File: src/rtl/probe_conditioner_pkg.sv
// Shared constants for the probe conditioner: channel modes, default sizing,
// and the mode-dependent output selection used by each channel.
package probeConditioner_pkg;

  typedef logic [1:0] mode_t;

  localparam mode_t MODE_LEVEL = 2'd0;
  localparam mode_t MODE_RISE  = 2'd1;
  localparam mode_t MODE_FALL  = 2'd2;
  localparam mode_t MODE_ANY   = 2'd3;

  localparam int DEFAULT_SYNC_STAGES = 2;
  localparam int DEFAULT_FILTER_W    = 4;

  // Edges come only from the filtered level history, so a mode switch alone
  // can never manufacture a pulse.
  function automatic logic mode_output(input mode_t mode, input logic f, input logic fp);
    logic rise;
    logic fall;
    rise = f & ~fp;
    fall = ~f & fp;
    case (mode)
      MODE_LEVEL: return f;
      MODE_RISE:  return rise;
      MODE_FALL:  return fall;
      default:    return rise | fall;
    endcase
  endfunction

endpackage

File: src/rtl/probe_conditioner_channel.sv
// One probe channel: free-running synchronizer, clock-gated glitch filter,
// edge detector and registered mode-selected output.
module probe_conditioner_channel
  import probeConditioner_pkg::*;
#(
  parameter int SYNC_STAGES = DEFAULT_SYNC_STAGES,
  parameter int FILTER_W    = DEFAULT_FILTER_W
) (
  input  logic                i_clk,
  input  logic                i_rst,
  input  logic                i_cg,
  input  logic                i_raw,
  input  mode_t               i_mode,
  input  logic [FILTER_W-1:0] i_filterLen,
  output logic                o_sample,
  output logic                o_level
);

  logic [SYNC_STAGES-1:0] sync_q;
  logic [SYNC_STAGES-1:0] sync_d;
  logic                   s;

  logic [FILTER_W-1:0] cnt_q;
  logic [FILTER_W-1:0] cnt_d;
  logic                f_q;
  logic                f_d;
  logic                fp_q;
  logic                fp_d;
  logic                out_q;
  logic                out_d;

  assign sync_d[0] = i_raw;
  for (genvar gi = 1; gi < SYNC_STAGES; gi++) begin : g_sync
    assign sync_d[gi] = sync_q[gi-1];
  end
  assign s = sync_q[SYNC_STAGES-1];

  // The >= also covers a length shrunk below an in-flight count.
  always_comb begin
    cnt_d = cnt_q;
    f_d   = f_q;
    fp_d  = fp_q;
    out_d = out_q;
    if (i_cg) begin
      fp_d  = f_q;
      out_d = mode_output(i_mode, f_q, fp_q);
      if (s == f_q) begin
        cnt_d = '0;
      end else if (cnt_q >= i_filterLen) begin
        f_d   = s;
        cnt_d = '0;
      end else begin
        cnt_d = cnt_q + 1'b1;
      end
    end
  end

  always_ff @(posedge i_clk) begin
    if (i_rst) begin
      sync_q <= '0;
      cnt_q  <= '0;
      f_q    <= 1'b0;
      fp_q   <= 1'b0;
      out_q  <= 1'b0;
    end else begin
      sync_q <= sync_d;
      cnt_q  <= cnt_d;
      f_q    <= f_d;
      fp_q   <= fp_d;
      out_q  <= out_d;
    end
  end

  assign o_sample = out_q;
  assign o_level  = f_q;

endmodule

File: src/rtl/probe_conditioner.sv
// Two independent probe channels (x, y) sharing the clock gate and the
// glitch-filter length, feeding the correlator's x/y sample inputs.
module probe_conditioner
  import probeConditioner_pkg::*;
#(
  parameter int SYNC_STAGES = DEFAULT_SYNC_STAGES,
  parameter int FILTER_W    = DEFAULT_FILTER_W
) (
  input  logic                i_clk,
  input  logic                i_rst,
  input  logic                i_cg,
  input  logic                i_xRaw,
  input  logic                i_yRaw,
  input  logic [1:0]          i_xMode,
  input  logic [1:0]          i_yMode,
  input  logic [FILTER_W-1:0] i_filterLen,
  output logic                o_x,
  output logic                o_y,
  output logic                o_xLevel,
  output logic                o_yLevel
);

  logic [1:0] raw_w;
  logic [1:0] sample_w;
  logic [1:0] level_w;
  mode_t      mode_w [2];

  assign raw_w     = {i_yRaw, i_xRaw};
  assign mode_w[0] = i_xMode;
  assign mode_w[1] = i_yMode;

  for (genvar gi = 0; gi < 2; gi++) begin : g_ch
    probe_conditioner_channel #(
      .SYNC_STAGES(SYNC_STAGES),
      .FILTER_W   (FILTER_W)
    ) u_channel (
      .i_clk      (i_clk),
      .i_rst      (i_rst),
      .i_cg       (i_cg),
      .i_raw      (raw_w[gi]),
      .i_mode     (mode_w[gi]),
      .i_filterLen(i_filterLen),
      .o_sample   (sample_w[gi]),
      .o_level    (level_w[gi])
    );
  end

  assign o_x      = sample_w[0];
  assign o_y      = sample_w[1];
  assign o_xLevel = level_w[0];
  assign o_yLevel = level_w[1];

endmodule

File: config.mk
export PLATFORM = sky130hd
export DESIGN_NAME = probe_conditioner
export DESIGN_NICKNAME = d
export VERILOG_FILES = /design/src/rtl/probe_conditioner_pkg.sv /design/src/rtl/probe_conditioner_channel.sv /design/src/rtl/probe_conditioner.sv
export SDC_FILE = /design/constraint.sdc
export NUM_CORES = 1
export LEC_CHECK = 0
export CORE_ASPECT_RATIO = 1.5
export CORE_UTILIZATION = 45
export CTS_CLUSTER_SIZE = 24
export DETAILED_ROUTE_END_ITERATION = 8
export PLACE_DENSITY = 0.69
export SLEW_MARGIN = 30
export SYNTH_ARGS = -nofsm -noshare
export SYNTH_HDL_FRONTEND = slang
export SYNTH_SLANG_ARGS = --single-unit
File: constraint.sdc
create_clock -name i_clk -period 2.35 [get_ports i_clk]
set_clock_uncertainty 0.1 [all_clocks]
set_input_delay 0.47 -clock i_clk [delete_from_list [all_inputs] [get_ports i_clk]]
set_output_delay 0.47 -clock i_clk [all_outputs]
set_load 0.01 [all_outputs]
==> run summary <==
Crit path capture type -> flop
Most frequent cells in the layout -> dfxtp_1 (18), clkdlybuf4s50_1 (16), ha_1 (14)
Syn avg cell area -> 10.2 µm²
Post-CTS sizing -> 0
Maximum operating frequency -> 502 MHz
PwrDens -> 443 nW/µm²
Setup Crit Path Kind -> input pin to flop
Die span in y -> 63.0 µm
Post-synthesis cell area -> 1120 µm²
Io pins -> 17
# hold bufs at CTS -> 0
Final setup fails -> 0
DRC violations left -> 0
Leakage power -> 0.533 nW
Post-DP HPWL -> 1390 µm
Total Wirelength -> 1750 µm
Vias in the first global route -> 831
Net count, final -> 156
Antenna violations before repair -> 0
Core Footprint -> 2290 µm²
Setup tns final -> 0 ps
Number of synthesized register bits -> 18
Status -> complete, no violations
Routed Antenna Nets -> 0
Slew margin rel. -> 0.675
Starting density of the core -> 0.489
Longest Clk Path Bufs -> 2
RSZ-0062 raised after global routing -> no
Crit Path Max Fanout -> 4
Via density -> 5.38
IO buf count -> 16
Layout cells sized above 1 -> 0.117
Worst Path Required -> 2420 ps
Area Overhead vs Synth -> 19.7%
Number of core rows -> 21
Setup repair bufs after CTS -> 0
Die area -> 2690 µm²
Tmin final -> 1990 ps
All-Layer GR Usage -> 0.159
Area contributors post-synth -> dfxtp_1 (32%), ha_1 (16%), nand2b_1 (6.7%)
Commonest non-fill, non-tap cell in the layout -> dfxtp_1
Cell count after synthesis -> 110
Synthesized Nets -> 137
Deepest level of the CTS H-tree -> 1
Crit path DAT -> 2060 ps
Final Max Slew Viols -> 0
Sequential share of the synthesized area -> 0.323
CTS tree -> built
Die W -> 42.7 µm
Hold WS -> 340 ps
Largest net degree at the start of global routing -> 23
Worst min path class -> flop to flop
Clock Latency Late Sink -> 280 ps
Fin util -> 0.585
Inserted Clock Buffers -> 3
DRT Pass-1 Iters -> 4
Synth cell types -> 23
Inst Count DP -> 147
Max Cap Viol -> 0
Detailed-route wire length per cell -> 11.6 µm
Grt ovf -> 0
Worst vdd ir -> 0.000408 V
Yosys warnings -> 0
Clock transition at the registers of the reported paths -> 100 ps
Filler cells -> 215
Synth area leader -> dfxtp_1
Antenna Cells -> 0
CP Launch Type -> input pin
DR vias -> 812
Fin crit share -> 0.847
Clock root cell -> clkbuf_4
First-pass GRT wire length -> 3390 µm
Routability Congestion -> 0.740
Worst slew pin tran -> 486 ps
CTS sink cnt -> 18
Initial drt markers -> 18
Yosys top cell area share -> 0.323
Final hold viol count -> 0
Non-Filler Instances -> 151
## state kept, by name, indices dropped and copies added (netlist names)
register / flops
g_ch.u_channel.cnt_q: 8
g_ch.u_channel.fp_q: 2
g_ch.u_channel.o_level: 2
g_ch.u_channel.o_sample: 2
g_ch.u_channel.sync_q: 4
## cell usage after synthesis, drive strengths merged
| cell | count |
|---|---|
| dfxtp | 18 |
| ha | 14 |
| nand2b | 14 |
| inv | 11 |
| a21oi | 8 |
| mux2i | 6 |
| nor2 | 6 |
| nor2b | 4 |
| o211ai | 4 |
| a2111oi | 2 |
| a21o | 2 |
| clkbuf | 2 |
| mux4 | 2 |
| nand3b | 2 |
| nand4 | 2 |
| nor3 | 2 |
| nor3b | 2 |
| o21a | 2 |
| o21ai | 2 |
| xnor2 | 2 |
| xor2 | 2 |
| buf | 1 |
## report_power, final
part | leakage, nW | switching, mW | internal [mW] | total, mW
combinational | 0.366 | 0.0384 | 0.0534 | 0.0918
sequential | 0.146 | 0.00464 | 0.311 | 0.316
clock | 0.0210 | 0.0913 | 0.0942 | 0.186
total | 0.533 | 0.134 | 0.459 | 0.593
## path summary, 6_finish.rpt
path,from,endpoint,slack [ps],depth (start not counted)
setup / recovery,i_filterLen[0],g_ch[1].u_channel.o_level,360,6
hold / removal,g_ch[1].u_channel.sync_q[0],g_ch[1].u_channel.sync_q[1],340,1
setup reg to reg,g_ch[1].u_channel.cnt_q[0],g_ch[1].u_channel.o_level,540,6
hold reg to reg,g_ch[1].u_channel.sync_q[0],g_ch[1].u_channel.sync_q[1],340,1
## worst max-delay path, cell delays in order
cell,delay (ps)
clkdlybuf4s50_1,430
ha_1,300
nand2b_4,140
a2111oi_4,460
nor3b_2,120
mux2i_1,140
## stage by stage
stage | setup slack [ps] | instance area (µm²) | total power [mW]
4_1_cts | 359 | 1340 | 0.606
6_report | 359 | 1340 | 0.593
2_1_floorplan | 611 | 1120 | 0.383
3_3_place_gp | 86.6 | 1300 | 0.414
3_5_place_dp | 58.3 | 1300 | 0.416
5_1_grt | 280 | 1340 | 0.627
## kinds of logic (layout without fill, tap and decap cells)
kind of cell	count (synthesis)	in the layout	share of synthesized area
simple gates	32	32	0.199
compound gates	20	20	0.148
flops	18	18	0.323
fa+ha+maj	14	14	0.157
buf+inv	14	32	0.0482
mux	8	8	0.0941
xor+xnor	4	4	0.0314
## layout make-up
type,instances,area [µm²],share of cell area
clock buffer,4,36.3,0.0271
timing repair buffer,17,168,0.125
tap,23,28.8,0.0215
inverter,11,41.3,0.0309
multi-input combinational,78,703,0.526
sequential,18,360,0.269
## routing by layer
layer | share of wire | wire length, µm | track usage
met3 | 0.033 | 58 | 0.0173
met5 | 0 | 0 | 0
met1 | 0.42 | 742 | 0.185
met4 | 0.012 | 21 | 0.0703
met2 | 0.53 | 931 | 0.280
No activity file was read; power rests on OpenSTA's default activity.
